[config.mk]
export PLATFORM = sky130hd
export DESIGN_NAME = pipe_stage_reg
export DESIGN_NICKNAME = d
export VERILOG_FILES = /design/src/rtl/pipe_stage_reg.sv
export SDC_FILE = /design/constraint.sdc
export NUM_CORES = 1
export LEC_CHECK = 0
export BUFFER_PORTS_ARGS = -buffer_cell sky130_fd_sc_hd__buf_4
export CORE_MARGIN = 2
export CORE_UTILIZATION = 37
export CTS_BUF_LIST = sky130_fd_sc_hd__clkbuf_16
export DETAILED_ROUTE_END_ITERATION = 8
export GPL_TIMING_DRIVEN = 0
export SLEW_MARGIN = 20
export SYNTH_ARGS = -nofsm -noshare
export SYNTH_HDL_FRONTEND = slang
export SYNTH_SLANG_ARGS = --single-unit
[constraint.sdc]
create_clock -name pipe_stage_reg_clk_i -period 2.8 [get_ports pipe_stage_reg_clk_i]
set_clock_uncertainty 0.05 [all_clocks]
set_input_delay 0.56 -clock pipe_stage_reg_clk_i [delete_from_list [all_inputs] [get_ports pipe_stage_reg_clk_i]]
set_output_delay 0.56 -clock pipe_stage_reg_clk_i [all_outputs]
set_load 0.02 [all_outputs]
[src/rtl/pipe_stage_reg.sv]
// ---------------------------------------------------------------------------
// pipe_stage_reg
//   Parametrised inter-stage pipeline register with valid/ready flow control.
//   Carries one PC field plus NFIELD payload fields of DATA_W bits each.
//   With SKID=1 the stage is a 2-entry buffer whose ready output is purely
//   registered. This breaks the combinational path from downstream ready to
//   upstream ready. With SKID=0 the stage is a single register whose ready
//   output is combinational.
//   Flush kills every held beat and inserts a bubble. A saturating counter
//   counts the cycles in which the output was not valid.
//
// Ports
//   pipe_stage_reg_clk_i    clock, rising edge
//   pipe_stage_reg_clrn_i   synchronous reset, active low
//   pipe_stage_reg_vld_i    upstream beat valid
//   pipe_stage_reg_rdy_o    stage can accept a beat
//   pipe_stage_reg_pc_i     upstream PC
//   pipe_stage_reg_dat_i    upstream payload (NFIELD*DATA_W, flattened)
//   pipe_stage_reg_flush_i  kill all held beats on this edge
//   pipe_stage_reg_vld_o    downstream beat valid
//   pipe_stage_reg_rdy_i    downstream accepts
//   pipe_stage_reg_pc_o     held PC
//   pipe_stage_reg_dat_o    held payload
//   pipe_stage_reg_bub_o    count of cycles with vld_o low since reset (saturating)
// ---------------------------------------------------------------------------
module pipe_stage_reg #(
    parameter int              DATA_W = 32,
    parameter int              NFIELD = 4,
    parameter int              PC_W   = 32,
    parameter logic [PC_W-1:0] PC_RST = 'h3000,
    parameter int              SKID   = 1,
    parameter int              CNT_W  = 16
) (
    input  logic                     pipe_stage_reg_clk_i,
    input  logic                     pipe_stage_reg_clrn_i,
    input  logic                     pipe_stage_reg_vld_i,
    output logic                     pipe_stage_reg_rdy_o,
    input  logic [PC_W-1:0]          pipe_stage_reg_pc_i,
    input  logic [NFIELD*DATA_W-1:0] pipe_stage_reg_dat_i,
    input  logic                     pipe_stage_reg_flush_i,
    output logic                     pipe_stage_reg_vld_o,
    input  logic                     pipe_stage_reg_rdy_i,
    output logic [PC_W-1:0]          pipe_stage_reg_pc_o,
    output logic [NFIELD*DATA_W-1:0] pipe_stage_reg_dat_o,
    output logic [CNT_W-1:0]         pipe_stage_reg_bub_o
);

    localparam int PAY_W = NFIELD * DATA_W;

    typedef enum logic [1:0] {
        ST_EMPTY = 2'd0,
        ST_FULL  = 2'd1,
        ST_SKID  = 2'd2
    } state_t;

    logic              w_vld;
    logic              w_rdy;
    logic [PC_W-1:0]   w_pc;
    logic [PAY_W-1:0]  w_dat;
    logic              w_accept;
    logic              w_drain;

    assign w_accept = pipe_stage_reg_vld_i & w_rdy;
    assign w_drain  = w_vld & pipe_stage_reg_rdy_i;

    generate
        if (SKID != 0) begin : g_skid
            state_t           r_state;
            state_t           w_state_next;
            logic             w_load_main;
            logic             w_main_from_skid;
            logic             w_load_skid;
            logic [PC_W-1:0]  r_main_pc;
            logic [PAY_W-1:0] r_main_dat;
            logic [PC_W-1:0]  r_skid_pc;
            logic [PAY_W-1:0] r_skid_dat;

            // The main register always holds the oldest beat. The skid register
            // only catches the beat that arrives while the output is stalled.
            always_comb begin
                w_state_next     = r_state;
                w_load_main      = 1'b0;
                w_main_from_skid = 1'b0;
                w_load_skid      = 1'b0;
                case (r_state)
                    ST_EMPTY: begin
                        if (w_accept) begin
                            w_state_next = ST_FULL;
                            w_load_main  = 1'b1;
                        end
                    end
                    ST_FULL: begin
                        if (w_accept && w_drain) begin
                            w_load_main = 1'b1;
                        end else if (w_accept) begin
                            w_state_next = ST_SKID;
                            w_load_skid  = 1'b1;
                        end else if (w_drain) begin
                            w_state_next = ST_EMPTY;
                        end
                    end
                    ST_SKID: begin
                        if (w_drain) begin
                            w_state_next     = ST_FULL;
                            w_main_from_skid = 1'b1;
                        end
                    end
                    default: w_state_next = ST_EMPTY;
                endcase
            end

            always_ff @(posedge pipe_stage_reg_clk_i) begin
                if (!pipe_stage_reg_clrn_i) begin
                    r_state    <= ST_EMPTY;
                    r_main_pc  <= PC_RST;
                    r_main_dat <= '0;
                    r_skid_pc  <= '0;
                    r_skid_dat <= '0;
                end else if (pipe_stage_reg_flush_i) begin
                    r_state    <= ST_EMPTY;
                    r_main_pc  <= '0;
                    r_main_dat <= '0;
                    r_skid_pc  <= '0;
                    r_skid_dat <= '0;
                end else begin
                    r_state <= w_state_next;
                    if (w_load_main) begin
                        r_main_pc  <= pipe_stage_reg_pc_i;
                        r_main_dat <= pipe_stage_reg_dat_i;
                    end else if (w_main_from_skid) begin
                        r_main_pc  <= r_skid_pc;
                        r_main_dat <= r_skid_dat;
                    end
                    if (w_load_skid) begin
                        r_skid_pc  <= pipe_stage_reg_pc_i;
                        r_skid_dat <= pipe_stage_reg_dat_i;
                    end
                end
            end

            // Ready comes straight from state, so it has no path from rdy_i.
            assign w_vld = (r_state != ST_EMPTY);
            assign w_rdy = (r_state != ST_SKID);
            assign w_pc  = r_main_pc;
            assign w_dat = r_main_dat;
        end else begin : g_single
            logic             r_vld;
            logic [PC_W-1:0]  r_pc;
            logic [PAY_W-1:0] r_dat;

            always_ff @(posedge pipe_stage_reg_clk_i) begin
                if (!pipe_stage_reg_clrn_i) begin
                    r_vld <= 1'b0;
                    r_pc  <= PC_RST;
                    r_dat <= '0;
                end else if (pipe_stage_reg_flush_i) begin
                    r_vld <= 1'b0;
                    r_pc  <= '0;
                    r_dat <= '0;
                end else if (w_accept) begin
                    r_vld <= 1'b1;
                    r_pc  <= pipe_stage_reg_pc_i;
                    r_dat <= pipe_stage_reg_dat_i;
                end else if (w_drain) begin
                    // The payload keeps its value. Only the valid flag drops.
                    r_vld <= 1'b0;
                end
            end

            assign w_vld = r_vld;
            assign w_rdy = pipe_stage_reg_rdy_i | ~r_vld;
            assign w_pc  = r_pc;
            assign w_dat = r_dat;
        end
    endgenerate

    // Bubble counter. It counts edges where the output was not valid before
    // the edge, and it stops at all-ones. Flush does not clear it.
    logic [CNT_W-1:0] r_bub;

    always_ff @(posedge pipe_stage_reg_clk_i) begin
        if (!pipe_stage_reg_clrn_i) begin
            r_bub <= '0;
        end else if (!w_vld && (r_bub != {CNT_W{1'b1}})) begin
            r_bub <= r_bub + 1'b1;
        end
    end

    assign pipe_stage_reg_rdy_o = w_rdy;
    assign pipe_stage_reg_vld_o = w_vld;
    assign pipe_stage_reg_pc_o  = w_pc;
    assign pipe_stage_reg_dat_o = w_dat;
    assign pipe_stage_reg_bub_o = r_bub;

endmodule

==> run_results.csv <==
group,metric,value,unit
status,outcome,"finished, final reports clean",
clocking,clkLatencyLatePin,0.52,ns
timing,fin_worst_hold_slack,0.2092,ns
pwr,comb_power_share,12.0,%
placed_design,pre_cts_slack,-0.3857,ns
worst_setup_path,timing.critical_path.required,3.12,ns
route,wire_per_inst,17.04,um
yosys,ys_top_cells_by_area,"sky130_fd_sc_hd__dfxtp_1 51%, sky130_fd_sc_hd__nand2_1 19%, sky130_fd_sc_hd__a311oi_1 11%, sky130_fd_sc_hd__a21oi_1 6.5%, sky130_fd_sc_hd__nor2_1 4.7%",
clocking,clkTransAtPathRegs,0.06,ns
die,initial_core_util,37.26,%
timing,final_period_minus_worst_setup_slack,2.544,ns
grt,grt_usage,22.81,%
timing,max_clock_freq,393.1,MHz
clocking,maximum_level_of_the_cts_h_tree,2,
timing,hold_viol_final,0,
clocking,cts_buffers,39,
final_layout,layout_overhead_on_the_synthesized_area,32.72,%
pwr,seq_power_share,45.7,%
die,die_w,192.6,um
placed_design,placedCellCount,2498,
timing,setup_slack,0.2560,ns
route,1st_pass_router_iterations,5,
clocking,cts_resized,1,
yosys,syn-instance-count,1695,
grt,first_pass_grt_wire_length,67030,um
worst_setup_path,cp_top_family,"buffers and inverters",
clocking,maximum_buffer_depth_of_the_clock_tree,3,
final_layout,post_route_cells_drive_above_1_share,20.16,%
flow_run,drv_cap,0,
pwr,power_density,630.4,nW/um2
route,postRouteWirelength,43700,um
die,ios,343,
final_layout,final_standard_cell_utilization_of_the_core,49.45,%
clocking,clock_sink_count,338,
yosys,synth-warning-count,0,
worst_setup_path,timing.critical_path.fanout_max,10,
timing,setup-violations-final,0,
yosys,synthArstFlopShare,0,%
die,die_area,37080,um2
yosys,synth_edf_count,0,
placed_design,post_dp_cell_area,16300,um2
pwr,power_leakage,6.643,nW
route,antenna_viol_nets_final,0,
timing,final-max-slew-violation-count,0,
yosys,postSynthNetCount,1861,
final_layout,filler_cell_count,3546,
route,detailed_route_via_count,13070,
worst_setup_path,cp.buffers_inverters,3,
final_layout,regArea,6766,um2
placed_design,gp_congestion,0.8400,
pwr,netSwitchingFraction,26.01,%
worst_setup_path,crit_chain,"nor2b_1 -> o2bb2ai_1 -> buf_2 -> clkbuf_1 -> buf_2 -> a311oi_1",
route,drc,0,
worst_setup_path,timing.critical_path.to_type,"flip-flop",
grt,grt_max_degree,13,
pwr,p_clk_share,42.4,%
pwr,power.net_switching,2.863,mW
timing,max-slew-margin-rel,42.26,%
worst_setup_path,setup_crit_start_kind,"flip-flop",
clocking,cts-hold-fix-buffers,0,
grt,grt_pass1_vias,12360,
pwr,p_int,8.145,mW
yosys,synth.largest_area_cell,"sky130_fd_sc_hd__dfxtp_1",
grt,grt_antenna_before_repair,3,
timing,min_period_over_period,90.86,%
timing,worst_pin_slew,0.8661,ns
route,post_drt_via_cell_ratio,5.096,
yosys,seq_area_frac_synth,51.43,%
grt,globalRouteOverflowTotal,0,
yosys,synthesis.area_per_instance,7.762,um2
yosys,synth_cell_types,42,
timing,finalSetupTns,0,ns
die,die_height,192.6,um
yosys,yosys.area.top_type_share,51.43,%
yosys,synth_flop_cell,"sky130_fd_sc_hd__dfxtp_1",
die,rows,69,
worst_setup_path,most_common_cell_type_on_the_critical_path,"sky130_fd_sc_hd__buf_2",
placed_design,portBuffers,342,
yosys,netlist_area,13160,um2
yosys,post_synthesis_sequential_element_count,338,
pwr,p_total,11.01,mW
timing,rsz0062_at_grt,"no",
final_layout,nNetsFinal,2244,
die,floorplan.core_area,35310,um2
worst_setup_path,critical_path_arrival,2.86,ns
final_layout,finalNonFillerCells,2565,
placed_design,dp.final_hpwl,31390,um
min_path,worstHoldPathType,"in -> reg",
final_layout,final_cell_area,17460,um2
worst_setup_path,cp_slowest_stage_delay,0.65,ns
worst_setup_path,critical-path-slowest-cell,"sky130_fd_sc_hd__clkbuf_1",
route,drt_iter0_markers,629,
worst_setup_path,critical_path_class,"reg -> reg",
clocking,postCtsSetupRepairBufs,0,
clocking,cts.root.buffer_cell,"sky130_fd_sc_hd__clkbuf_16",
final_layout,multi_input_comb_area,5803,um2
pwr,vdd_drop_max,407.9,uV
clocking,tritoncts_clock_tree,"done",
## final timing paths
| kind | startpoint | end | slack [ns] | cells after the start |
|---|---|---|---|---|
| worst max-delay path | g_skid.r_state[1] | pipe_stage_reg_pc_o[21] | 0.26 | 6 |
| worst min-delay path | pipe_stage_reg_rdy_i | g_skid.r_state[1] | 0.21 | 2 |
| worst max register to register | g_skid.r_state[1] | pipe_stage_reg_pc_o[21] | 0.26 | 6 |
| worst min register to register | g_skid.r_skid_dat[37] | g_skid.r_skid_dat[37] | 0.40 | 2 |
## cell usage after synthesis (2+ instances only)
library cell / instances
sky130_fd_sc_hd__mux2i_1: 7
sky130_fd_sc_hd__nand2b_1: 6
sky130_fd_sc_hd__clkbuf_1: 112
sky130_fd_sc_hd__nand3b_1: 2
sky130_fd_sc_hd__or4_1: 4
sky130_fd_sc_hd__buf_1: 6
sky130_fd_sc_hd__buf_2: 24
sky130_fd_sc_hd__o41ai_1: 3
sky130_fd_sc_hd__nor4_1: 2
sky130_fd_sc_hd__a211oi_1: 2
sky130_fd_sc_hd__nor2_2: 2
sky130_fd_sc_hd__nor2_1: 165
sky130_fd_sc_hd__a311oi_1: 159
sky130_fd_sc_hd__nand3_1: 5
sky130_fd_sc_hd__or3_1: 4
sky130_fd_sc_hd__o31ai_1: 2
sky130_fd_sc_hd__o311ai_1: 2
sky130_fd_sc_hd__a21oi_1: 170
sky130_fd_sc_hd__inv_1: 3
sky130_fd_sc_hd__dfxtp_1: 338
sky130_fd_sc_hd__nand2_1: 650
sky130_fd_sc_hd__o21ai_0: 5
sky130_fd_sc_hd__nand4_1: 2
sky130_fd_sc_hd__nor2b_1: 2
## state kept, by name, indices dropped and copies added, names as in the netlist
register	count
g_skid.r_state	2
pipe_stage_reg_pc_o	32
pipe_stage_reg_bub_o	16
pipe_stage_reg_dat_o	128
g_skid.r_skid_pc	32
g_skid.r_skid_dat	128
## cell type report
class                      count  area share [%]
clock inverter                25          0.7238
multi-input combinational   1210           33.24
tap                          461           3.303
inverter                       4         0.08599
sequential                   338           38.75
timing repair buffer         342           14.70
clock buffer                  41           5.876
antenna                        1         0.01433
buffer                       143           3.303
## power groups by stage
stage / clock, mW / sequential [mW] / combinational [mW]
3_3_place_gp: 0 / 5.13 / 1.32
5_1_grt: 4.98 / 5.04 / 1.45
2_1_floorplan: 0 / 5.26 / 0.536
4_1_cts: 4.79 / 5.03 / 1.33
6_report: 4.66 / 5.03 / 1.32
3_5_place_dp: 0 / 5.13 / 1.33
## cells in the final DEF (no fill, tap or decap), types with 7 or more instances in the layout
| cell | count |
|---|---|
| sky130_fd_sc_hd__buf_2 | 24 |
| sky130_fd_sc_hd__dfxtp_1 | 338 |
| sky130_fd_sc_hd__clkbuf_16 | 41 |
| sky130_fd_sc_hd__clkbuf_1 | 110 |
| sky130_fd_sc_hd__mux2i_1 | 7 |
| sky130_fd_sc_hd__a21oi_1 | 170 |
| sky130_fd_sc_hd__nor2_1 | 164 |
| sky130_fd_sc_hd__nand2_1 | 650 |
| sky130_fd_sc_hd__clkinv_1 | 7 |
| sky130_fd_sc_hd__a311oi_1 | 159 |
| sky130_fd_sc_hd__buf_4 | 342 |
| sky130_fd_sc_hd__inv_1 | 15 |
## layer usage
layer	vias up	track usage, %	wire length, um
met4	4	6.107	1051
met5	-	0	24
met3	73	5.783	3455
met2	370	37.89	20140
met1	6097	29.41	19030
li1	6526	-	-
## kinds of logic after synthesis
logic type                 after synthesis  synth area share [%]
and+or+nand+nor                        852                 25.21
adders and majority gates                1               0.09509
muxes                                    7                0.5326
AOI/OAI and AO/OA                      349                 18.18
xor gates and xnor gates                 1               0.06658
buffers and inverters                  147                 4.479
DFF                                    338                 51.43
Power figures use the tool's default switching activity.
